[config.mk]
export PLATFORM = sky130hd
export DESIGN_NAME = dma_stream_scheduler
export DESIGN_NICKNAME = d
export VERILOG_FILES = /design/src/rtl/dma_stream_scheduler_pkg.sv /design/src/rtl/dma_sched_id_fifo.sv /design/src/rtl/dma_stream_scheduler.sv
export SDC_FILE = /design/constraint.sdc
export NUM_CORES = 1
export LEC_CHECK = 0
export BUFFER_PORTS_ARGS = -buffer_cell sky130_fd_sc_hd__buf_2
export CORE_ASPECT_RATIO = 1.1
export CORE_UTILIZATION = 40
export CTS_BUF_LIST = sky130_fd_sc_hd__clkbuf_4 sky130_fd_sc_hd__clkbuf_8
export CTS_CLUSTER_SIZE = 8
export DETAILED_ROUTE_END_ITERATION = 10
export PLACE_DENSITY = 0.67
export SYNTH_ARGS = -nofsm -noshare
export SYNTH_HDL_FRONTEND = slang
export SYNTH_SLANG_ARGS = --single-unit
[constraint.sdc]
create_clock -name clk_i -period 3.3 [get_ports clk_i]
set_clock_uncertainty 0.15 [all_clocks]
set_input_delay 0.165 -clock clk_i [delete_from_list [all_inputs] [get_ports clk_i]]
set_output_delay 0.165 -clock clk_i [all_outputs]
set_load 0.01 [all_outputs]
[src/rtl/dma_stream_scheduler_pkg.sv]
// rtl/dma_stream_scheduler_pkg.sv - shared FSM states, descriptor typedef macro and helpers for the DMA stream scheduler
`ifndef DMA_STREAM_SCHEDULER_PKG_SV
`define DMA_STREAM_SCHEDULER_PKG_SV

// Declares a packed descriptor struct from caller-chosen address/length types,
// so each instance can size it from its own parameters.
`define DMA_SCHED_TYPEDEF_DESC(desc_name, addr_type, len_type) \
  typedef struct packed { \
    addr_type src; \
    addr_type dst; \
    len_type  len; \
  } desc_name;

package dma_stream_scheduler_pkg;

  // Raw encodings kept as constants for tools that expect plain vectors.
  localparam logic [1:0] ST_IDLE  = 2'd0;
  localparam logic [1:0] ST_ARB   = 2'd1;
  localparam logic [1:0] ST_ISSUE = 2'd2;

  typedef enum logic [1:0] {
    IDLE  = ST_IDLE,
    ARB   = ST_ARB,
    ISSUE = ST_ISSUE
  } state_e;

  // Descriptor at the default widths (64-bit addresses, 32-bit length).
  typedef logic [63:0] addr_default_t;
  typedef logic [31:0] len_default_t;
  `DMA_SCHED_TYPEDEF_DESC(desc_default_t, addr_default_t, len_default_t)

  // A credit counter must hold 0..MAX_OUTSTANDING inclusive.
  function automatic int credit_width(input int max_outstanding);
    return $clog2(max_outstanding + 1);
  endfunction

endpackage

`endif

[src/rtl/dma_sched_id_fifo.sv]
// rtl/dma_sched_id_fifo.sv - per-stream FIFO of in-flight transfer IDs, in issue order
module dma_sched_id_fifo #(
  parameter int DEPTH = 4,
  parameter int WIDTH = 5
) (
  input  logic             clk,
  input  logic             rst,
  input  logic             push,
  input  logic [WIDTH-1:0] push_data,
  input  logic             pop,
  output logic [WIDTH-1:0] head,
  output logic             empty,
  output logic             full
);

  localparam int AW = (DEPTH > 1) ? $clog2(DEPTH) : 1;

  logic [WIDTH-1:0] mem [DEPTH];
  logic [AW:0]      wr_ptr;
  logic [AW:0]      rd_ptr;

  // Extra pointer MSB distinguishes full from empty when the indices match.
  assign empty = (wr_ptr == rd_ptr);
  assign full  = (wr_ptr[AW] != rd_ptr[AW]) && (wr_ptr[AW-1:0] == rd_ptr[AW-1:0]);
  assign head  = mem[rd_ptr[AW-1:0]];

  // Pointer update; push and pop may happen in the same cycle.
  always_ff @(posedge clk) begin
    if (rst) begin
      wr_ptr <= '0;
      rd_ptr <= '0;
    end else begin
      if (push) wr_ptr <= wr_ptr + (AW+1)'(1);
      if (pop)  rd_ptr <= rd_ptr + (AW+1)'(1);
    end
  end

  // Storage write; contents are don't-care once the pointers are cleared.
  always_ff @(posedge clk) begin
    if (push) mem[wr_ptr[AW-1:0]] <= push_data;
  end

endmodule

[src/rtl/dma_stream_scheduler.sv]
// rtl/dma_stream_scheduler.sv - round-robin DMA descriptor scheduler with in-order retirement; DMA_STREAM_SCHEDULER_STATS_EN adds stat counters
module dma_stream_scheduler
  import dma_stream_scheduler_pkg::*;
#(
  parameter int NUM_STREAMS     = 4,
  parameter int ADDR_WIDTH      = 64,
  parameter int LEN_WIDTH       = 32,
  parameter int MAX_OUTSTANDING = 4,
  parameter int TF_ID_WIDTH     = 5
) (
  input  logic                   clk_i,
  input  logic                   rst_i,
  input  logic                   tf_valid_i,
  output logic                   tf_ready_o,
  input  logic [ADDR_WIDTH-1:0]  tf_src_i,
  input  logic [ADDR_WIDTH-1:0]  tf_dst_i,
  input  logic [LEN_WIDTH-1:0]   tf_len_i,
  output logic [TF_ID_WIDTH-1:0] tf_id_o,
  output logic [NUM_STREAMS-1:0] str_valid_o,
  input  logic [NUM_STREAMS-1:0] str_ready_i,
  output logic [ADDR_WIDTH-1:0]  str_src_o,
  output logic [ADDR_WIDTH-1:0]  str_dst_o,
  output logic [LEN_WIDTH-1:0]   str_len_o,
  input  logic [NUM_STREAMS-1:0] str_done_i,
  output logic [TF_ID_WIDTH-1:0] completed_id_o,
  output logic                   busy_o,
  output logic                   done_err_o
`ifdef DMA_STREAM_SCHEDULER_STATS_EN
  ,
  output logic [31:0]            stat_issued_o [NUM_STREAMS],
  output logic [31:0]            stat_stall_o
`endif
);

  localparam int CW  = credit_width(MAX_OUTSTANDING);
  localparam int SW  = (NUM_STREAMS > 1) ? $clog2(NUM_STREAMS) : 1;
  localparam int NID = 2 ** TF_ID_WIDTH;
  localparam logic [TF_ID_WIDTH:0]   WINDOW     = (TF_ID_WIDTH+1)'(NUM_STREAMS * MAX_OUTSTANDING);
  localparam logic [CW-1:0]          CREDIT_MAX = CW'(MAX_OUTSTANDING);
  localparam logic [TF_ID_WIDTH-1:0] ID_ONE     = TF_ID_WIDTH'(1);

  // The ID space must exceed the in-flight window so inflight never aliases.
  if (NID <= NUM_STREAMS * MAX_OUTSTANDING) begin : g_bad_id_width
    $error("dma_stream_scheduler: 2**TF_ID_WIDTH must exceed NUM_STREAMS*MAX_OUTSTANDING");
  end
  if ((MAX_OUTSTANDING < 2) || ((MAX_OUTSTANDING & (MAX_OUTSTANDING - 1)) != 0)) begin : g_bad_outstanding
    $error("dma_stream_scheduler: MAX_OUTSTANDING must be a power of 2 and at least 2");
  end

  typedef logic [ADDR_WIDTH-1:0] addr_t;
  typedef logic [LEN_WIDTH-1:0]  len_t;
  `DMA_SCHED_TYPEDEF_DESC(desc_t, addr_t, len_t)

  state_e                 state;
  desc_t                  desc;
  logic [TF_ID_WIDTH-1:0] next_id;
  logic [TF_ID_WIDTH-1:0] completed_id;
  logic [TF_ID_WIDTH-1:0] inflight;
  logic [TF_ID_WIDTH-1:0] retire_id;
  logic [SW-1:0]          rr_ptr;
  logic [SW-1:0]          sel;
  logic [SW-1:0]          arb_sel;
  logic                   arb_found;
  logic [CW-1:0]          credit [NUM_STREAMS];
  logic [NID-1:0]         done_bits;
  logic                   done_err;
  logic                   tf_fire;
  logic                   issue_fire;
  logic [NUM_STREAMS-1:0] push;
  logic [NUM_STREAMS-1:0] pop;
  logic [NUM_STREAMS-1:0] credit_zero;
  logic [NUM_STREAMS-1:0] eligible;
  logic [NUM_STREAMS-1:0] fifo_empty;
  logic [NUM_STREAMS-1:0] fifo_full;
  logic [TF_ID_WIDTH-1:0] fifo_head [NUM_STREAMS];

  assign inflight   = next_id - completed_id - ID_ONE;
  assign retire_id  = completed_id + ID_ONE;
  assign tf_ready_o = (state == IDLE) && ({1'b0, inflight} < WINDOW) && !rst_i;
  assign tf_fire    = tf_valid_i && tf_ready_o;
  assign tf_id_o    = next_id;
  assign issue_fire = (state == ISSUE) && str_ready_i[sel];

  assign str_src_o      = desc.src;
  assign str_dst_o      = desc.dst;
  assign str_len_o      = desc.len;
  assign completed_id_o = completed_id;
  assign busy_o         = (state != IDLE) || (inflight != '0);
  assign done_err_o     = done_err;

  // Per-stream issue/retire strobes; a done on an empty stream is dropped.
  always_comb begin
    push        = '0;
    pop         = '0;
    credit_zero = '0;
    eligible    = '0;
    for (int k = 0; k < NUM_STREAMS; k++) begin
      push[k]        = issue_fire && (sel == SW'(k));
      credit_zero[k] = (credit[k] == '0);
      pop[k]         = str_done_i[k] && !credit_zero[k] && !fifo_empty[k];
      eligible[k]    = (credit[k] != CREDIT_MAX) && !fifo_full[k];
    end
  end

  // Round-robin search from rr_ptr; lowest offset wins, so scan offsets downwards.
  always_comb begin
    logic [SW:0] cand;
    arb_found = 1'b0;
    arb_sel   = '0;
    cand      = '0;
    for (int i = NUM_STREAMS - 1; i >= 0; i--) begin
      cand = {1'b0, rr_ptr} + (SW+1)'(i);
      if (cand >= (SW+1)'(NUM_STREAMS)) cand = cand - (SW+1)'(NUM_STREAMS);
      if (eligible[cand[SW-1:0]]) begin
        arb_found = 1'b1;
        arb_sel   = cand[SW-1:0];
      end
    end
  end

  // One-hot issue valid for the selected stream while in ISSUE.
  always_comb begin
    str_valid_o = '0;
    if (state == ISSUE) str_valid_o[sel] = 1'b1;
  end

  // Control FSM: accept descriptor, pick a stream, hold the issue until accepted.
  always_ff @(posedge clk_i) begin
    if (rst_i) begin
      state   <= IDLE;
      next_id <= '0;
      rr_ptr  <= '0;
      sel     <= '0;
      desc    <= '0;
    end else begin
      case (state)
        IDLE: begin
          if (tf_fire) begin
            desc    <= '{src: tf_src_i, dst: tf_dst_i, len: tf_len_i};
            next_id <= next_id + ID_ONE;
            state   <= ARB;
          end
        end
        ARB: begin
          if (arb_found) begin
            sel   <= arb_sel;
            state <= ISSUE;
          end
        end
        ISSUE: begin
          if (issue_fire) begin
            rr_ptr <= (sel == SW'(NUM_STREAMS - 1)) ? '0 : sel + SW'(1);
            state  <= IDLE;
          end
        end
        default: state <= IDLE;
      endcase
    end
  end

  // Credit tracks FIFO occupancy; simultaneous push and pop cancel.
  always_ff @(posedge clk_i) begin
    for (int k = 0; k < NUM_STREAMS; k++) begin
      if (rst_i) begin
        credit[k] <= '0;
      end else if (push[k] && !pop[k]) begin
        credit[k] <= credit[k] + CW'(1);
      end else if (!push[k] && pop[k]) begin
        credit[k] <= credit[k] - CW'(1);
      end
    end
  end

  // Mark completed IDs and retire at most one in order per cycle from registered bits.
  always_ff @(posedge clk_i) begin
    if (rst_i) begin
      done_bits    <= '0;
      completed_id <= '1;
    end else begin
      if (done_bits[retire_id]) begin
        done_bits[retire_id] <= 1'b0;
        completed_id         <= retire_id;
      end
      for (int k = 0; k < NUM_STREAMS; k++) begin
        if (pop[k]) done_bits[fifo_head[k]] <= 1'b1;
      end
    end
  end

  // Sticky flag for a completion arriving on a stream with nothing outstanding.
  always_ff @(posedge clk_i) begin
    if (rst_i) begin
      done_err <= 1'b0;
    end else if (|(str_done_i & credit_zero)) begin
      done_err <= 1'b1;
    end
  end

  for (genvar g = 0; g < NUM_STREAMS; g++) begin : g_fifo
    dma_sched_id_fifo #(
      .DEPTH (MAX_OUTSTANDING),
      .WIDTH (TF_ID_WIDTH)
    ) u_fifo (
      .clk       (clk_i),
      .rst       (rst_i),
      .push      (push[g]),
      .push_data (next_id - ID_ONE),
      .pop       (pop[g]),
      .head      (fifo_head[g]),
      .empty     (fifo_empty[g]),
      .full      (fifo_full[g])
    );
  end

`ifdef DMA_STREAM_SCHEDULER_STATS_EN
  logic stall;
  assign stall = ((state == ARB) && !arb_found) || ((state == ISSUE) && !str_ready_i[sel]);

  // Saturating stall-cycle counter.
  always_ff @(posedge clk_i) begin
    if (rst_i) begin
      stat_stall_o <= '0;
    end else if (stall && (stat_stall_o != '1)) begin
      stat_stall_o <= stat_stall_o + 32'd1;
    end
  end

  // Saturating per-stream issue counters.
  always_ff @(posedge clk_i) begin
    for (int k = 0; k < NUM_STREAMS; k++) begin
      if (rst_i) begin
        stat_issued_o[k] <= '0;
      end else if (push[k] && (stat_issued_o[k] != '1)) begin
        stat_issued_o[k] <= stat_issued_o[k] + 32'd1;
      end
    end
  end
`endif

endmodule

==> summary.md, run 1 <==
| Metric | Value |
|---|---|
| Sequential fraction of the synthesis area | 52.5% |
| Seq pwr share | 44.2% |
| Gr usage total | 25.1% |
| DRC | 0 |
| Worst path arrival time | 3.42 ns |
| Post-synthesis async set-or-reset flop share | 0% |
| Most frequent cells in the layout | nand2_1 (364), buf_2 (347), dfxtp_1 (239), dlygate4sd3_1 (195), o21ai_0 (172) |
| Slew @ Worst Pin | 1.25 ns |
| Hold path depth | 6 |
| Crit path time final | 3.14 ns |
| Fraction of layout cells with a size suffix above 1 | 24.4% |
| TNS Setup | 0 ns |
| Initial Util | 40.8% |
| Netlist cell types | 50 |
| Slew Limit Fails | 0 |
| Worst Slack Setup Final | 0.165 ns |
| Grt total ovfl | 0 |
| Outcome | finished, final reports clean |
| Crit path required time | 3.58 ns |
| RD Place Congestion | 0.966 |
| CP Launch Type | register |
| Die height | 201 µm |
| Fin crit share | 95.0% |
| Reg2Reg Depth | 9 |
| Switching power | 0.00297 W |
| FF-to-FF setup slack | 0.16 ns |
| Met3 wire len | 3560 µm |
| Post-synth EDFFs | 92 |
| I/O Buffers | 347 |
| R2r startpoint | completed_id_o[0] |
| Final setup viols | 0 |
| Pwr Density | 520 nW/µm² |
| Crit path max-delay family | compound AO/OA/AOI/OAI gates |
| Synthesized Nets | 1752 |
| Total clock sinks | 333 |
| Mapped Area | 14500 µm² |
| H-tree Lvls | 2 |
| Layout area overhead | 37.8% |
| RSZ-0062 raised after global routing | no |
| Max_slew headroom | 16.2% |
| Clk buf depth | 3 |
| CTS tree | built |
| CP bufs+invs | 2 |
| Routed WL per cell | 18.0 µm |
| Yosys top cell by area | dfxtp_1 |
| Commonest non-fill, non-tap cell in the layout | nand2_1 |
| Post-Syn Area per Cell | 9.41 µm² |
| Crit-path cells | inv_1 > ha_2 > mux2i_1 > mux4_2 > and3_1 > a2111o_1 > buf_4 > o31ai_1 > a21oi_1 |
| Hold path start | str_done_i[3] |
| Main area contributors after synthesis | dfxtp_1 (33%), edfxtp_1 (19%), nand2_1 (9.5%) |
| Drt pass-1 iters | 8 |
| Die width | 183 µm |
| Boundary Pins | 348 |
| Antenna violations before repair | 10 |
| Yosys top cell area share | 33.4% |
| Clk network pwr share | 36.5% |
| Total number of vias | 13500 |
| Highest Signal Layer | met4 |
| Main flop type after synthesis | dfxtp_1 |
| Worst VDD drop | 0.000328 V |
| Final ANT Viol Nets | 0 |
| Nets | 2297 |
| Cell count after synthesis | 1536 |
| Vias in the first global route | 13400 |
| Hpwl dp | 31800 µm |
| Final hold vios | 0 |
| Via-to-Cell Ratio | 5.18 |
| Largest net degree at the start of global routing | 88 |
| Clk_lat worst skew | 0.60 ns |
| Slowest CP cell | ha_2 |
| Reg2Reg Capture Point | done_bits[1] |
| Class of the most critical setup path | reg2reg |
| Design internal power | 0.00739 W |
| Clk slew on worst S/H paths | 0.06 ns |
| Routed WL | 47100 µm |
| First-pass GRT wire length | 72200 µm |
| Worst Hold Path EP | g_fifo[3].u_fifo.rd_ptr[0] |
| Dpl ws | 0.0858 ns |
| Std-Cell Rows | 72 |
| Multi-input gate area | 6410 µm² |
| Root Buffer | clkbuf_8 |
| Leak pwr | 8.09 nW |
| Max Clock Freq | 0.319 GHz |
| CP max stage delay | 0.52 ns |
| Class of the worst hold path | in2reg |
| Ys Warns | 0 |
| FILL cells | 3048 |
| Max cap viols | 0 |
| DRT met1 WL | 18500 µm |
| Die ar. | 36900 µm² |
| Switching Share | 28.7% |
| Crit-path max FO | 37 |
| Core area | 35400 µm² |
| WL met2 | 23100 µm |
| Seq cells post-synth | 333 |
| DRT iter0 DRCs | 1057 |
| Register area | 7590 µm² |
| Comb power frac | 19.3% |
| Setup crit end kind | register |
| CTS buffer count | 56 |
-- metrics by stage --
stage / utilization (%) / cell area [µm²] / instances / total power, W / hold slack [ns]
floorplan: - / 14500 / 1536 / 0.00572 / 0.124
global placement: 47.2 / 16700 / 2306 / 0.00638 / 0.207
detailed placement: 47.2 / 16700 / 2306 / 0.00640 / 0.215
CTS: 56.0 / 19800 / 2600 / 0.0104 / 0.0245
global route: 56.3 / 19900 / 2613 / 0.0108 / 0.0914
finish: 56.3 / 19900 / 2613 / 0.0104 / 0.0572
-- worst max path at each step --
stage	start	depth (start not counted)	to
after global routing	completed_id_o[0]	11	busy_o
after CTS	completed_id_o[0]	11	busy_o
final	completed_id_o[0]	9	done_bits[1]
after floorplan	completed_id_o[0]	11	done_bits[22]
after detailed placement	completed_id_o[1]	9	done_bits[22]
after global placement	completed_id_o[0]	9	done_bits[20]
-- synth_stat cells (all sizes together) (2+ instances only) --
cell type / number
nor3: 12
o31ai: 25
or3b: 2
inv: 44
nor2: 91
and2: 21
mux4: 25
mux2i: 31
nor2b: 20
xnor2: 32
nand3b: 18
fa: 2
a221oi: 3
dfxtp: 241
nand2: 364
a311oi: 5
nand2b: 9
or3: 10
xor2: 12
a31oi: 2
o21ai: 174
buf: 7
edfxtp: 92
ha: 43
o22ai: 64
a22oi: 3
a21o: 5
a32oi: 4
a211oi: 3
o31a: 2
a21oi: 45
clkbuf: 79
nand3: 20
o41ai: 3
and3: 11
-- per-layer routing --
layer | vias up | GRT usage, %
met3 | 123 | 6.32
met1 | 6429 | 29.3
li1 | 6446 | -
met4 | 0 | 10.3
met5 | - | 0
met2 | 543 | 43.4
-- state kept, by name (all words and copies together), names as in the netlist, named ones only --
name	flops
completed_id_o	5
credit	12
done_bits	32
done_err_o	1
g_fifo.u_fifo.mem	80
g_fifo.u_fifo.rd_ptr	12
g_fifo.u_fifo.wr_ptr	12
rr_ptr	2
sel	2
state	2
str_dst_o	64
str_len_o	32
str_src_o	64
tf_id_o	5
-- kinds of logic (layout without fill, tap and decap cells) --
kind of cell | after synthesis | count (layout) | share of synthesized area [%]
AND/OR/NAND/NOR | 580 | 580 | 17.2
flip-flops | 333 | 333 | 52.5
XOR/XNOR | 44 | 44 | 2.67
other | 0 | 10 | 0
buffers and inverters | 130 | 715 | 3.53
multiplexers | 56 | 56 | 6.04
AO/OA/AOI/OAI | 348 | 349 | 14.1
adder cells (fa/ha/maj) | 45 | 45 | 4.00
-- layout make-up --
class | instances | area share (%)
sequential | 333 | 38.1
tap | 481 | 3.02
timing repair buffer | 572 | 19.9
multi-input combinational | 1074 | 32.2
clock buffer | 86 | 5.19
inverter | 44 | 0.842
clock inverter | 13 | 0.591
antenna | 10 | 0.126
-- power by group through the flow --
stage          clock network (W)  registers (W)  logic, W
4_1_cts                  0.00386        0.00457   0.00196
3_5_place_dp                   0        0.00465   0.00175
6_report                 0.00379        0.00458   0.00200
5_1_grt                  0.00405        0.00460   0.00217
2_1_floorplan                  0        0.00473  0.000999
3_3_place_gp                   0        0.00464   0.00174
-- what timing repair did --
item,in CTS,in global routing
hold buffers,195,0
buffers inserted,0,2
gates resized for setup,2,14
cloned,0,1
endpoints found under the hold margin,168,0
pin swaps,1,2
setup endpoints to repair,1,57
-- worst min-delay path, delay by kind of cell --
family	cells	cell delay, ns
AO/OA/AOI/OAI	1	0.04
AND/OR/NAND/NOR	1	0.08
buffers and inverters	3	0.34
XOR/XNOR	1	0.14
No activity file was read; power rests on OpenSTA's default activity.
==> run 2, diff against run 1 <==
--- a/config.mk
+++ b/config.mk
@@ -6,12 +6,13 @@
 export NUM_CORES = 1
 export LEC_CHECK = 0
 export BUFFER_PORTS_ARGS = -buffer_cell sky130_fd_sc_hd__buf_2
+export CAP_MARGIN = 10
 export CORE_ASPECT_RATIO = 1.1
-export CORE_UTILIZATION = 40
+export CORE_UTILIZATION = 35
 export CTS_BUF_LIST = sky130_fd_sc_hd__clkbuf_4 sky130_fd_sc_hd__clkbuf_8
 export CTS_CLUSTER_SIZE = 8
 export DETAILED_ROUTE_END_ITERATION = 10
-export PLACE_DENSITY = 0.67
+export PLACE_DENSITY = 0.6
 export SYNTH_ARGS = -nofsm -noshare
 export SYNTH_HDL_FRONTEND = slang
 export SYNTH_SLANG_ARGS = --single-unit
==> summary.md, run 2 (same netlist as run 1, synthesis figures left out) <==
| Metric | Value |
|---|---|
| Nets | 2269 |
| Placement Cell Area | 16800 µm² |
| Std-Cell Rows | 77 |
| Antenna violations before repair | 9 |
| Grt peak-use layer | met2 |
| Non-Filler Instances | 2616 |
| Die ar. | 42100 µm² |
| Slew Limit Fails | 0 |
| Reg2Reg Capture Point | done_bits[5] |
| Crit path required time | 3.61 ns |
| Most frequent cells in the layout | nand2_1 (364), buf_2 (347), dfxtp_1 (239), o21ai_0 (172), dlygate4sd3_1 (167) |
| Comb power frac | 19.0% |
| Met1 GRT Util | 24.7% |
| CTS tree | built |
| Multi-input gate area | 6380 µm² |
| Cell count after placement | 2339 |
| Initial Util | 35.7% |
| Design internal power | 0.00733 W |
| Routed WL per cell | 17.7 µm |
| Crit-path cells | buf_4 > ha_1 > xor2_1 > buf_4 > mux4_2 > o31a_1 > a2111o_1 > buf_4 > o31ai_1 > a21oi_1 |
| Largest register FFs | 80 |
| Max Clock Freq | 0.322 GHz |
| Fraction of layout cells with a size suffix above 1 | 24.3% |
| Gr usage total | 21.5% |
| Seq pwr share | 44.3% |
| Clk_lat worst skew | 0.63 ns |
| Outcome | finished, final reports clean |
| Max_slew headroom | 27.3% |
| Die width | 196 µm |
| Class of the worst hold path | in2reg |
| Total clock sinks | 333 |
| Die height | 215 µm |
| Commonest non-fill, non-tap cell in the layout | nand2_1 |
| Setup crit end kind | register |
| Worst VDD drop | 0.000327 V |
| Met2 usage | 36.4% |
| CP max stage delay | 0.52 ns |
| Slowest CP cell | mux4_2 |
| CP Launch Type | register |
| I/O Buffers | 347 |
| Via-to-Cell Ratio | 5.08 |
| Pwr Density | 527 nW/µm² |
| Reg2Reg Depth | 10 |
| CP bufs+invs | 3 |
| Worst path arrival time | 3.41 ns |
| Clk buf depth | 3 |
| Max cap viols | 0 |
| Hpwl dp | 31900 µm |
| RSZ-0062 raised after global routing | no |
| TNS Setup | 0 ns |
| Leak pwr | 7.94 nW |
| Drt pass-1 iters | 5 |
| Largest net degree at the start of global routing | 104 |
| DRC | 0 |
| DRT iter0 DRCs | 735 |
| Fin util | 48.5% |
| Hold path depth | 5 |
| Hold path start | str_ready_i[1] |
| Vias in the first global route | 13200 |
| Crit path max-delay family | compound AO/OA/AOI/OAI gates |
| First-pass GRT wire length | 71300 µm |
| Root Buffer | clkbuf_8 |
| Grt total ovfl | 0 |
| Most frequent CP cell | buf_4 |
| Total number of vias | 13300 |
| Fin area | 19600 µm² |
| Boundary Pins | 348 |
| Switching Share | 29.1% |
| Slew @ Worst Pin | 1.08 ns |
| Clk slew on worst S/H paths | 0.06 ns |
| Worst Hold Path EP | rr_ptr[1] |
| Core area | 40500 µm² |
| Switching power | 0.00301 W |
| Fin crit share | 94.1% |
| Crit-path max FO | 27 |
| Final hold vios | 0 |
| FF-to-FF setup slack | 0.20 ns |
| FILL cells | 3766 |
| Final ANT Viol Nets | 0 |
| R2r startpoint | completed_id_o[0] |
| H-tree Lvls | 2 |
| Clk network pwr share | 36.7% |
| CTS buffer count | 56 |
| Class of the most critical setup path | reg2reg |
| Layout area overhead | 35.7% |
| Crit path time final | 3.10 ns |
| RD Place Congestion | 0.877 |
| Final setup viols | 0 |
| Register area | 7590 µm² |
| Routed WL | 46300 µm |
| Global-route met3 utilization | 5.59% |
run 2: cell count changes in the layout (fill, tap and decap cells not counted), sizes merged:
cell	previous run	this run
buf	377	378
inv	44	47
o2111a	2	1
diode	10	8
bufinv	2	1
clkinvlp	2	0
clkbuf	86	87
dlygate4sd3	195	167
run 2: per-stage QoR:
| step | hold slack [ns] | setup slack (ns) | total power, W |
|---|---|---|---|
| 3_5_place_dp | 0.213 | 0.175 | 0.00641 |
| 3_3_place_gp | 0.207 | 0.279 | 0.00638 |
| 6_report | 0.0468 | 0.196 | 0.0103 |
| 5_1_grt | 0.0720 | 0.0214 | 0.0108 |
| 4_1_cts | 0.00329 | 0.0406 | 0.0104 |
| 2_1_floorplan | 0.124 | 0.151 | 0.00572 |
run 2: cell type report:
cell class,count,area share [%]
multi-input cells,1073,32.5
diodes,8,0.102
inverters,44,0.854
clock buffers,87,5.37
well taps,513,3.27
flip-flops and latches,333,38.7
repair buffers,545,18.7
clock inverters,13,0.485
run 2: power groups by stage:
| stage | sequential [W] | combinational (W) | clock [W] |
|---|---|---|---|
| after CTS | 0.00457 | 0.00193 | 0.00388 |
| after floorplan | 0.00473 | 0.000999 | 0 |
| after detailed placement | 0.00465 | 0.00176 | 0 |
| final | 0.00458 | 0.00196 | 0.00380 |
| after global placement | 0.00465 | 0.00174 | 0 |
| after global routing | 0.00460 | 0.00213 | 0.00408 |
run 2: worst max path at each step:
stage	depth (start not counted)	slack [ns]	start	end
6_report	10	0.20	completed_id_o[0]	done_bits[5]
5_1_grt	11	0.02	completed_id_o[0]	busy_o
4_1_cts	11	0.04	completed_id_o[0]	busy_o
3_5_place_dp	9	0.17	completed_id_o[1]	done_bits[10]
3_3_place_gp	9	0.28	completed_id_o[1]	done_bits[12]
2_1_floorplan	11	0.15	completed_id_o[0]	done_bits[22]
run 2: timing repair:
| action | 4_1_cts | 5_1_grt |
|---|---|---|
| buffers inserted | 1 | 0 |
| gates resized for setup | 2 | 5 |
| hold endpoints to repair | 175 | 0 |
| hold buffers | 167 | 0 |
| pin swaps | 1 | 2 |
| setup endpoints to repair | 1 | 5 |
run 2: metal layers:
metal | routed length (µm) | share of wire, %
met4 | 2260 | 4.9
met2 | 22500 | 49
met1 | 18200 | 39
met3 | 3370 | 7.3
met5 | 0 | 0
run 2: worst reg2reg max path: stages (launching register included):
cell and delay, ns:
dfxtp_1 0.33, buf_4 0.26, ha_1 0.27, xor2_1 0.17, buf_4 0.17, mux4_2 0.52
o31a_1 0.13, a2111o_1 0.30, buf_4 0.24, o31ai_1 0.30, a21oi_1 0.10
